File: config.mk
export PLATFORM = sky130hd
export DESIGN_NAME = quadrature_step_generator
export DESIGN_NICKNAME = d
export VERILOG_FILES = /design/src/rtl/quadrature_step_generator.sv
export SDC_FILE = /design/constraint.sdc
export NUM_CORES = 1
export LEC_CHECK = 0
export ABC_AREA = 1
export ABC_CLOCK_PERIOD_IN_PS = 2450
export BUFFER_PORTS_ARGS = -buffer_cell sky130_fd_sc_hd__buf_2
export CAP_MARGIN = 0
export CORE_MARGIN = 2
export CORE_UTILIZATION = 40
export CTS_BUF_LIST = sky130_fd_sc_hd__clkbuf_4
export CTS_CLUSTER_DIAMETER = 120
export DETAILED_ROUTE_END_ITERATION = 6
export PLACE_DENSITY = 0.56
export SETUP_SLACK_MARGIN = 0.15
export SKIP_CTS_REPAIR_TIMING = 1
export SYNTH_ARGS = -nofsm -noshare
export SYNTH_HDL_FRONTEND = slang
export SYNTH_SLANG_ARGS = --single-unit
File: constraint.sdc
create_clock -name clk -period 2.45 [get_ports clk]
set_input_delay 0.245 -clock clk [delete_from_list [all_inputs] [get_ports clk]]
set_output_delay 0.245 -clock clk [all_outputs]
set_load 0.01 [all_outputs]
File: src/rtl/quadrature_step_generator.sv
// Converts handshaked step requests into two-phase quadrature on rot_a/rot_b,
// with optional contact-bounce glitches and a signed detent position count.
module quadrature_step_generator #(
    parameter int PHASE_CYCLES  = 4,
    parameter int BOUNCE_PULSES = 0,
    parameter int POS_WIDTH     = 8
) (
    input  logic                 clk,
    input  logic                 rst_n,
    input  logic                 step_valid,
    input  logic                 step_dir,
    output logic                 step_ready,
    output logic                 rot_a,
    output logic                 rot_b,
    output logic                 busy,
    output logic                 step_done,
    output logic [POS_WIDTH-1:0] position
);

    localparam int BNC    = 2 * BOUNCE_PULSES;
    localparam int PH_LEN = BNC + PHASE_CYCLES;
    localparam int CNT_W  = $clog2(PH_LEN + 1);

    localparam logic [2:0] S_IDLE = 3'd0;
    localparam logic [2:0] S_PH1  = 3'd1;
    localparam logic [2:0] S_PH2  = 3'd2;
    localparam logic [2:0] S_PH3  = 3'd3;
    localparam logic [2:0] S_PH4  = 3'd4;
    localparam logic [2:0] S_DONE = 3'd5;

    logic [2:0]           state_q, state_d;
    logic [CNT_W-1:0]     cnt_q, cnt_d;
    logic                 dir_q, dir_d;
    logic                 rot_a_q, rot_a_d;
    logic                 rot_b_q, rot_b_d;
    logic                 done_q, done_d;
    logic [POS_WIDTH-1:0] pos_q, pos_d;

    logic       phase_end;
    logic       glitch;
    logic       bad;
    logic [2:0] out_ph;
    logic       lead, lag;

    // cnt_q is the bounce/hold index j of the value registered at this edge;
    // it reaches PH_LEN one edge after the last hold cycle of the phase.
    if (BNC > 0) begin : g_bounce
        assign glitch = cnt_q[0] && (cnt_q < CNT_W'(BNC));
    end else begin : g_clean
        assign glitch = 1'b0;
    end

    assign phase_end = (cnt_q == CNT_W'(PH_LEN));

    always_comb begin
        state_d = state_q;
        cnt_d   = cnt_q;
        dir_d   = dir_q;
        rot_a_d = rot_a_q;
        rot_b_d = rot_b_q;
        done_d  = 1'b0;
        pos_d   = pos_q;
        out_ph  = state_q;
        bad     = 1'b0;
        lead    = 1'b0;
        lag     = 1'b0;
        unique case (state_q)
            S_IDLE, S_DONE: begin
                if (step_valid) begin
                    state_d = S_PH1;
                    cnt_d   = '0;
                    dir_d   = step_dir;
                end else begin
                    state_d = S_IDLE;
                end
            end
            S_PH1, S_PH2, S_PH3, S_PH4: begin
                if (phase_end) begin
                    cnt_d = CNT_W'(1);
                    if (state_q == S_PH4) begin
                        state_d = S_DONE;
                        done_d  = 1'b1;
                        pos_d   = dir_q ? pos_q + POS_WIDTH'(1) : pos_q - POS_WIDTH'(1);
                    end else begin
                        state_d = state_q + 3'd1;
                    end
                    out_ph = state_d;
                end else begin
                    cnt_d = cnt_q + CNT_W'(1);
                    bad   = glitch;
                end
                // Odd bounce cycles show the changing line at its old level.
                unique case (out_ph)
                    S_PH1:   begin lead = ~bad; lag = 1'b0; end
                    S_PH2:   begin lead = 1'b1; lag = ~bad; end
                    S_PH3:   begin lead = bad;  lag = 1'b1; end
                    S_PH4:   begin lead = 1'b0; lag = bad;  end
                    default: begin lead = 1'b0; lag = 1'b0; end
                endcase
                rot_a_d = dir_q ? lead : lag;
                rot_b_d = dir_q ? lag  : lead;
            end
            default: begin
                state_d = S_IDLE;
                rot_a_d = 1'b0;
                rot_b_d = 1'b0;
            end
        endcase
    end

    always_ff @(posedge clk or negedge rst_n) begin
        if (!rst_n) begin
            state_q <= S_IDLE;
            cnt_q   <= '0;
            dir_q   <= 1'b0;
            rot_a_q <= 1'b0;
            rot_b_q <= 1'b0;
            done_q  <= 1'b0;
            pos_q   <= '0;
        end else begin
            state_q <= state_d;
            cnt_q   <= cnt_d;
            dir_q   <= dir_d;
            rot_a_q <= rot_a_d;
            rot_b_q <= rot_b_d;
            done_q  <= done_d;
            pos_q   <= pos_d;
        end
    end

    assign step_ready = (state_q == S_IDLE) || (state_q == S_DONE);
    assign busy       = ~step_ready;
    assign rot_a      = rot_a_q;
    assign rot_b      = rot_b_q;
    assign step_done  = done_q;
    assign position   = pos_q;

endmodule

==> impl_metrics.toml, run 1 <==
[outcome]
status = "finished, final reports clean"

[grt]
grt_pass1_vias = 906
grt_pass1_wl_um = 3981
grt_usage_pct = 15.01
grt_max_degree = 19
antenna_found_initial = 0
grt_overflow = 0

[cells_and_area]
fin_area_um2 = 1433
seq_area_um2 = 450.4
multi_input_area_um2 = 724.4
final_util_pct = 47.31
nets = 197
area_delta_synth_final_pct = 13.59
n_antenna_cell = 0
n_fill_cell = 318
drive_above_1_share_pct = 22.47

[placed_design]
dpl.hpwl_um = 1890
port_buffers = 16
postPlaceCellArea_um2 = 1396
globalplace.congestion = 0.7762

[drt]
drt-wirelength-per-cell_um = 10.89
drt_iter0_drc = 14
firstDrtPassIters = 4
post-route-drc-count = 0
antenna_left = 0
via_per_inst = 4.568
num_vias = 1014
drt-total-wl_um = 2417

[power]
p_sw_share_pct = 46.52
switching_power_uw = 565.6
total_leakage_power_uw = 0.0007859
power_uw = 1216
peakVddDrop_v = 0.0003372
p_int_uw = 650.2
combPwrFrac_pct = 55.3
pwr-share-seq_pct = 32.0
p_per_area_nw_per_um2 = 848.6
clkPwrFrac_pct = 12.7

[floorplanning]
start_util_pct = 41.65
die_height_um = 60.15
rows = 20
core_um2 = 3028
ioPinCount = 17
die_x_um = 60.15
dieArea_um2 = 3618

[synthesis]
synth_nets = 175
synth_seq_cells = 18
synth_ff_type = "dfrtp_1"
synth_edf_count = 0
synth.most_common_cell = "nand2_1"
synth_top_area_share_pct = 35.71
ys_warn_count = 0
yosysSeqAreaShare_pct = 35.71
syn_area_um2 = 1261
avgSynthCellArea_um2 = 8.033
synthCells = 157
yosysUniqueCellTypes = 23
synth_commonest_cells = "nand2_1, dfrtp_1, inv_1"
ys_async_sr_fraction_pct = 100.0
synth_top_area_cell = "dfrtp_1"
synth_area_leaders = "dfrtp_1, nand2_1, ha_1, nand3_1, inv_1"

[worst_setup_path]
cp_slowest_cell = "dfrtp_1"
worstPathCellList = "inv_1 > ha_1 > or2_2 > nand3_1 > nand2_1 > nand2_1 > nand2_1 > nand2_1 > nand2_1"
crit_fanout = 10
rr_startpoint = "dir_q$_DFFE_PN0P_"
cp-end-kind = "register"
crit_top_cell = "nand2_1"
critPathRequiredTime_ns = 2.64
start_kind = "register"
cp.arrival_ns = 2.02
reg2reg_slack_ns = 0.63
critPathKind = "register to register"
r2r_end = "position[7]$_DFFE_PN0P_"
cp_slowest_stage_delay_ns = 0.43
r2r_cells = 9

[cts]
clk_pin_slew_ns = 0.11
cts_buffers = 3
clkSinkCount = 18
h-tree-depth = 1
clock_latency_ns = 0.29
root_buffer = "clkbuf_4"
cts_buffer_depth = 2
cts_tree = "yes"

[timing]
tightest_slew_ns = 0.4199
finClkSkew_ns = 0.001459
post-route-min-period_ns = 1.821
fin_crit_sh_pct = 74.32
setup_viol = 0
fin_setup_tns_ns = 0
fmax_mhz = 549.2
rsz0062_at_grt = "false"
hold_viol = 0
slew_headroom_pct = 72.00
maxSlewViolCount = 0

[run]
cap_violations = 0

[hold_path]
min-delay-start = "step_dir"
hp-class = "input pin to register"
holdPathEnd = "dir_q$_DFFE_PN0P_"
holdPathStages = 3
per-stage QoR:
| step | cells | setup WS, ns | hold WS, ns |
|---|---|---|---|
| 6_report | 222 | 0.6291 | 0.2035 |
| 5_1_grt | 222 | 0.4947 | 0.2208 |
| 4_1_cts | 221 | 0.6246 | -0.1247 |
| 3_5_place_dp | 217 | 0.6410 | 0.2076 |
| 3_3_place_gp | 217 | 0.6808 | 0.2013 |
| 2_1_floorplan | 157 | 0.8019 | -0.05059 |
power groups by stage:
stage | clock network (µW) | registers, µW | logic (µW)
after CTS | 163 | 390 | 678
after detailed placement | 0 | 397 | 670
after global placement | 0 | 394 | 655
final | 154 | 389 | 672
after global routing | 175 | 397 | 769
after floorplan | 0 | 393 | 527
layer usage:
layer / vias to the layer above / GRT usage, % / share of wire, %
li1: 548 / - / -
met1: 450 / 20.69 / 52
met2: 14 / 23.60 / 44
met3: 2 / 2.814 / 4.0
met4: 0 / 4.762 / 0.37
met5: - / 0 / 0
cells by family (layout without fill, tap and decap cells):
group           Yosys count  in the layout  synth area share (%)
buf+inv                  21             42                 6.846
flops                    18             18                 35.71
compound gates           15             15                 7.142
xor+xnor                  6              6                 4.167
simple gates             83             83                 31.65
fa+ha+maj                14             14                 14.48
critical path: cells and delay by family, from the launching register on:
| kind | cells | cell delay [ns] |
|---|---|---|
| adder cells (fa/ha/maj) | 1 | 0.35 |
| buffers and inverters | 1 | 0.27 |
| flip-flops | 1 | 0.43 |
| AND/OR/NAND/NOR | 7 | 0.68 |
cells in the final DEF (no fill, tap or decap), types with 4 or more instances in the layout:
cell type / n
a21oi_1: 6
buf_2: 16
dfrtp_1: 18
ha_1: 13
inv_1: 17
nand2_1: 46
nand2_2: 7
nand3_1: 14
nor2_1: 6
o21ai_1: 5
xnor2_1: 4
worst max path at each step:
stage / from / end / slack, ns
finish: dir_q$_DFFE_PN0P_ / position[7]$_DFFE_PN0P_ / 0.63
global route: dir_q$_DFFE_PN0P_ / position[7]$_DFFE_PN0P_ / 0.49
CTS: dir_q$_DFFE_PN0P_ / position[7]$_DFFE_PN0P_ / 0.62
detailed placement: dir_q$_DFFE_PN0P_ / position[7]$_DFFE_PN0P_ / 0.64
global placement: dir_q$_DFFE_PN0P_ / position[7]$_DFFE_PN0P_ / 0.68
floorplan: dir_q$_DFFE_PN0P_ / position[7]$_DFFE_PN0P_ / 0.80
sequential cells by signal (all words and copies together) (netlist names):
register / count
dir_q: 1
cnt_q: 3
rot_a: 1
step_done: 1
rot_b: 1
position: 8
state_q: 3
cell type report:
type	count	share of cell area, %
multi-input combinational	118	50.57
sequential	18	31.44
timing repair buffer	17	6.288
inverter	21	6.026
tap	44	3.843
clock buffer	3	1.572
clock inverter	1	0.2620
(Power assumes the default switching activity.)
==> inputs of run 2 (changes only) <==
--- a/config.mk
+++ b/config.mk
@@ -6,7 +6,7 @@
 export NUM_CORES = 1
 export LEC_CHECK = 0
 export ABC_AREA = 1
-export ABC_CLOCK_PERIOD_IN_PS = 2450
+export ABC_CLOCK_PERIOD_IN_PS = 1500
 export BUFFER_PORTS_ARGS = -buffer_cell sky130_fd_sc_hd__buf_2
 export CAP_MARGIN = 0
 export CORE_MARGIN = 2
@@ -14,7 +14,7 @@
 export CTS_BUF_LIST = sky130_fd_sc_hd__clkbuf_4
 export CTS_CLUSTER_DIAMETER = 120
 export DETAILED_ROUTE_END_ITERATION = 6
-export PLACE_DENSITY = 0.56
+export PLACE_DENSITY = 0.58
 export SETUP_SLACK_MARGIN = 0.15
 export SKIP_CTS_REPAIR_TIMING = 1
 export SYNTH_ARGS = -nofsm -noshare
==> constraint.sdc (replaced) <==
create_clock -name clk -period 1.5 [get_ports clk]
set_input_delay 0.15 -clock clk [delete_from_list [all_inputs] [get_ports clk]]
set_output_delay 0.15 -clock clk [all_outputs]
set_load 0.01 [all_outputs]
==> impl_metrics.toml, run 2 (synthesized netlist as in run 1, its figures left out) <==
[outcome]
status = "complete, but fails checks"
failed_checks = "setup timing"

[drt]
drt-wirelength-per-cell_um = 11.74
post-route-drc-count = 0
drt_iter0_drc = 23
firstDrtPassIters = 4
drt-total-wl_um = 2795
antenna_left = 0
num_vias = 1125
via_per_inst = 4.727

[worst_setup_path]
critPathRequiredTime_ns = 1.75
cp.arrival_ns = 1.81
rr_startpoint = "state_q[1]$_DFF_PN0_"
r2r_end = "rot_b$_DFFE_PN0N_"
start_kind = "register"
reg2reg_slack_ns = -0.06
r2r_cells = 9
crit_fanout = 3
critPathKind = "register to register"
cp-end-kind = "register"

[grt]
grt_pass1_vias = 1002
grt_usage_pct = 15.85
grt_pass1_wl_um = 4326
grt_overflow = 0
antenna_found_initial = 0
grt_max_degree = 19

[timing]
hold_viol = 0
setup_viol = 7
slew_headroom_pct = 71.12
fmax_mhz = 639.6
finClkSkew_ns = 0.007601
fin_ws_ns = -0.06347
post-route-min-period_ns = 1.563
rsz0062_at_grt = "true"
fin_crit_sh_pct = 104.2
tightest_slew_ns = 0.4333
maxSlewViolCount = 0

[cts]
cts_tree = "yes"
cts_buffers = 3
root_buffer = "clkbuf_4"
clk_pin_slew_ns = 0.12
cts_buffer_depth = 2
h-tree-depth = 1
clock_latency_ns = 0.30
clkSinkCount = 18

[floorplanning]
core_um2 = 3028
rows = 20
start_util_pct = 41.65
ioPinCount = 17
dieArea_um2 = 3618
die_x_um = 60.15
die_height_um = 60.15

[cells_and_area]
final_common_cell = "nand2_1"
most-common-layout-cells = "nand2_1, dfrtp_1, buf_2"
n_antenna_cell = 0
final_cells = 238
area_delta_synth_final_pct = 39.68
largest_reg_flops = 8
drive_above_1_share_pct = 46.39
nets = 213

[placed_design]
place_inst = 223
port_buffers = 16
globalplace.congestion = 0.8726
dpl.hpwl_um = 1930

[run]
cap_violations = 0

[power]
power_uw = 2602
total_leakage_power_uw = 0.0008784
peakVddDrop_v = 0.0005569
p_per_area_nw_per_um2 = 1477

[hold_path]
holdPathEnd = "dir_q$_DFFE_PN0P_"
min-delay-start = "step_dir"
hp-class = "input pin to register"
holdPathStages = 3
-- run 2: worst max-delay path by stage --
stage	start	endpoint	slack, ns	depth (start not counted)
floorplan	dir_q$_DFFE_PN0P_	position[7]$_DFFE_PN0P_	0.06	9
global placement	dir_q$_DFFE_PN0P_	position[7]$_DFFE_PN0P_	0.01	9
detailed placement	state_q[0]$_DFF_PN0_	cnt_q[0]$_DFFE_PN0P_	0.001	8
CTS	state_q[0]$_DFF_PN0_	step_ready	-0.19	5
global route	dir_q$_DFFE_PN0P_	position[7]$_DFFE_PN0P_	-0.15	10
finish	state_q[1]$_DFF_PN0_	rot_b$_DFFE_PN0N_	-0.06	9
-- run 2: worst max-delay path, cell delays in order, from the launching register on --
cell	delay, ns
dfrtp_1	0.43
buf_4	0.16
ha_4	0.16
ha_4	0.25
nand3_2	0.07
nand2_2	0.10
nand2_2	0.08
a21oi_2	0.14
nand2_1	0.07
nand2_1	0.06
-- run 2: layout make-up --
class / count / area [µm²]
inverters: 21 / 91.34
repair buffers: 33 / 234.0
well taps: 44 / 55.05
fillers: 281 / 1266
clock inverters: 1 / 3.754
multi-input cells: 118 / 904.6
clock buffers: 3 / 22.52
flip-flops and latches: 18 / 450.4
-- run 2: layer usage --
metal / share of wire (%) / global-route usage, % / vias up
met5: 0 / 0 / -
met4: 0.68 / 5.714 / 0
met3: 2.3 / 1.948 / 2
met2: 50 / 25.78 / 16
met1: 47 / 21.47 / 527
li1: - / - / 580
-- run 2: stage by stage --
| step | setup slack (ns) | area, µm² | utilization [%] | setup TNS [ns] | hold slack (ns) |
|---|---|---|---|---|---|
| after detailed placement | 0.001459 | 1504 | 49.67 | 0 | 0.1165 |
| after floorplan | 0.05952 | 1324 | - | 0 | -0.1456 |
| after CTS | -0.1946 | 1530 | 50.54 | -0.3749 | -0.2222 |
| after global routing | -0.1505 | 1762 | 58.18 | -1.231 | 0.1110 |
| after global placement | 0.01027 | 1504 | 49.67 | 0 | 0.1137 |
| final | -0.06347 | 1762 | 58.18 | -0.2266 | 0.1215 |
-- run 2: power breakdown --
group	internal (µW)	switching, µW	leakage [µW]
combinational	804	907	0.000624
sequential	561	67.7	0.000239
clock	96.8	165	0.0000154
==> inputs of run 3 (changes only) <==
--- a/config.mk
+++ b/config.mk
@@ -5,7 +5,6 @@
 export SDC_FILE = /design/constraint.sdc
 export NUM_CORES = 1
 export LEC_CHECK = 0
-export ABC_AREA = 1
 export ABC_CLOCK_PERIOD_IN_PS = 1500
 export BUFFER_PORTS_ARGS = -buffer_cell sky130_fd_sc_hd__buf_2
 export CAP_MARGIN = 0
==> impl_metrics.toml, run 3 <==
[cells_and_area]
largest_reg_flops = 8
n_antenna_cell = 0
area_delta_synth_final_pct = 61.15
nets = 210
final_common_cell = "buf_4"
most-common-layout-cells = "buf_4, nand2_1, buf_2"
drive_above_1_share_pct = 50.00
final_cells = 221
final_util_pct = 68.29

[power]
combPwrFrac_pct = 67.6
p_int_uw = 1644
peakVddDrop_v = 0.001256
pwr-share-seq_pct = 23.6
switching_power_uw = 1140
total_leakage_power_uw = 0.0009096
p_per_area_nw_per_um2 = 1466
p_sw_share_pct = 40.96
clkPwrFrac_pct = 8.9

[timing]
finClkSkew_ns = 0.002859
setup_viol = 14
fin_crit_sh_pct = 111.9
hold_viol = 0
fin_ws_ns = -0.1780
rsz0062_at_grt = "true"
fmax_mhz = 596.0
post-route-min-period_ns = 1.678
maxSlewViolCount = 0
slew_headroom_pct = 71.42
tightest_slew_ns = 0.4288

[synthesis]
synth_nets = 152
ys_async_sr_fraction_pct = 100.0
yosysSeqAreaShare_pct = 38.22
avgSynthCellArea_um2 = 8.796
synth_ff_type = "dfrtp_1"
synth_seq_cells = 18
synthCells = 134
synth_commonest_cells = "nand2_1, dfrtp_1, o21ai_0"
yosysUniqueCellTypes = 30
ys_warn_count = 0
syn_area_um2 = 1179
synth_edf_count = 0
synth.most_common_cell = "nand2_1"
synth_area_leaders = "dfrtp_1, ha_1, o21ai_0, nand2_1, a21oi_1"
synth_top_area_cell = "dfrtp_1"
synth_top_area_share_pct = 38.22

[run]
cap_violations = 0

[floorplanning]
die_x_um = 58.28
dieArea_um2 = 3397
start_util_pct = 42.38
ioPinCount = 17
die_height_um = 58.28
core_um2 = 2781
rows = 19

[cts]
cts_tree = "yes"
cts_buffers = 3
h-tree-depth = 1
clk_pin_slew_ns = 0.10
root_buffer = "clkbuf_4"
clkSinkCount = 18
cts_buffer_depth = 2
clock_latency_ns = 0.30

[grt]
grt_pass1_wl_um = 4774
grt_overflow = 0
grt_usage_pct = 18.60
antenna_found_initial = 0
grt_max_degree = 19
grt_pass1_vias = 1059

[drt]
antenna_left = 0
post-route-drc-count = 0
firstDrtPassIters = 4
num_vias = 1160
drt_iter0_drc = 32
highest_layer = "met4"
via_per_inst = 5.249
met1Wirelength_um = 1468
met2_length_um = 1519
drt-total-wl_um = 3117
met3_length_um = 84
drt-wirelength-per-cell_um = 14.10

[worst_setup_path]
startpoint = "state_q[0]$_DFF_PN0_"
cp_slowest_stage_delay_ns = 0.44
critPathKind = "register to output pin"
crit_top_cell = "buf_6"
cp_num_buf_inv = 5
path_delay_family = "buffers and inverters"
critPathRequiredTime_ns = 1.35
rr_startpoint = "state_q[1]$_DFF_PN0_"
cp.arrival_ns = 1.53
start_kind = "register"
worstPathCellList = "inv_2 > ha_4 > buf_6 > a21boi_4 > inv_2 > buf_6 > buf_6"
crit_fanout = 5
cp_slowest_cell = "dfrtp_2"
cp-end-kind = "output pin"

[placed_design]
port_buffers = 16
globalplace.congestion = 0.8099
place_inst = 210
dpl.hpwl_um = 2164
place_worst_setup_slack_ns = -0.1155

[outcome]
status = "complete, but fails checks"
failed_checks = "setup timing"

[hold_path]
min-delay-start = "step_dir"
hp-class = "input pin to register"
## run 3: cell count changes after synthesis, moves of 3 or more
cell,previous run,this run
a21oi_1,6,12
inv_1,17,12
nand2_1,46,19
nand2_2,7,0
nand2_4,3,0
nand3_1,14,7
nor2_1,6,2
nor3_1,0,5
o21ai_0,1,15
o21ai_1,5,0
o22ai_1,0,3
## run 3: power groups by stage
| stage | logic [µW] | registers, µW | clock network [µW] |
|---|---|---|---|
| 3_5_place_dp | 1570 | 660 | 0 |
| 3_3_place_gp | 1520 | 655 | 0 |
| 4_1_cts | 1580 | 649 | 258 |
| 5_1_grt | 2070 | 665 | 280 |
| 6_report | 1880 | 656 | 247 |
| 2_1_floorplan | 979 | 656 | 0 |
## run 3: cell type report
class / count / area, µm²
tap: 31 / 38.79
inverter: 12 / 52.55
sequential: 18 / 455.4
fill: 220 / 882.1
timing repair buffer: 55 / 411.6
clock buffer: 3 / 22.52
multi-input combinational: 102 / 918.4
## run 3: worst paths after layout
path | to | slack (ns) | cells after the start
worst min-delay path | dir_q$_DFFE_PN0P_ | 0.09 | 2
worst max-delay path | step_ready | -0.18 | 7
worst min register to register | position[7]$_DFFE_PN0P_ | 0.46 | 1
worst max register to register | rot_b$_DFFE_PN0N_ | -0.16 | 8
max in group asynchronous | position[0]$_DFFE_PN0P_ | 0.87 | 2
min in group asynchronous | rot_a$_DFFE_PN0N_ | 0.31 | 2
## run 3: cells by family after synthesis
| group | count (synthesis) | synth area share [%] |
|---|---|---|
| buf+inv | 14 | 4.564 |
| compound gates | 38 | 18.47 |
| fa+ha+maj | 14 | 15.50 |
| xor+xnor | 8 | 5.945 |
| mux | 1 | 0.9553 |
| simple gates | 41 | 16.35 |
| flops | 18 | 38.22 |
## run 3: worst register-to-register path, stage by stage, from the launching register on
cell and delay (ns):
dfrtp_1 0.43, inv_2 0.13, ha_4 0.17, buf_4 0.10, inv_1 0.06, a21oi_1 0.26, buf_4 0.18, o2111ai_4 0.12
o21ai_1 0.15
## run 3: stage by stage
stage	power, µW	setup TNS [ns]	instance area, µm²	hold WS [ns]
2_1_floorplan	1635	-0.1955	1329	-0.1456
3_3_place_gp	2175	-0.4614	1662	0.1141
3_5_place_dp	2228	-0.6653	1662	0.1137
4_1_cts	2483	-1.402	1684	-0.2194
5_1_grt	3012	-2.925	1899	0.07627
6_report	2784	-1.503	1899	0.09468
## run 3: per-layer routing
layer	global-route usage, %	up-vias
li1	-	587
met5	0	-
met1	27.89	538
met4	7.973	0
met2	26.48	31
met3	2.679	4
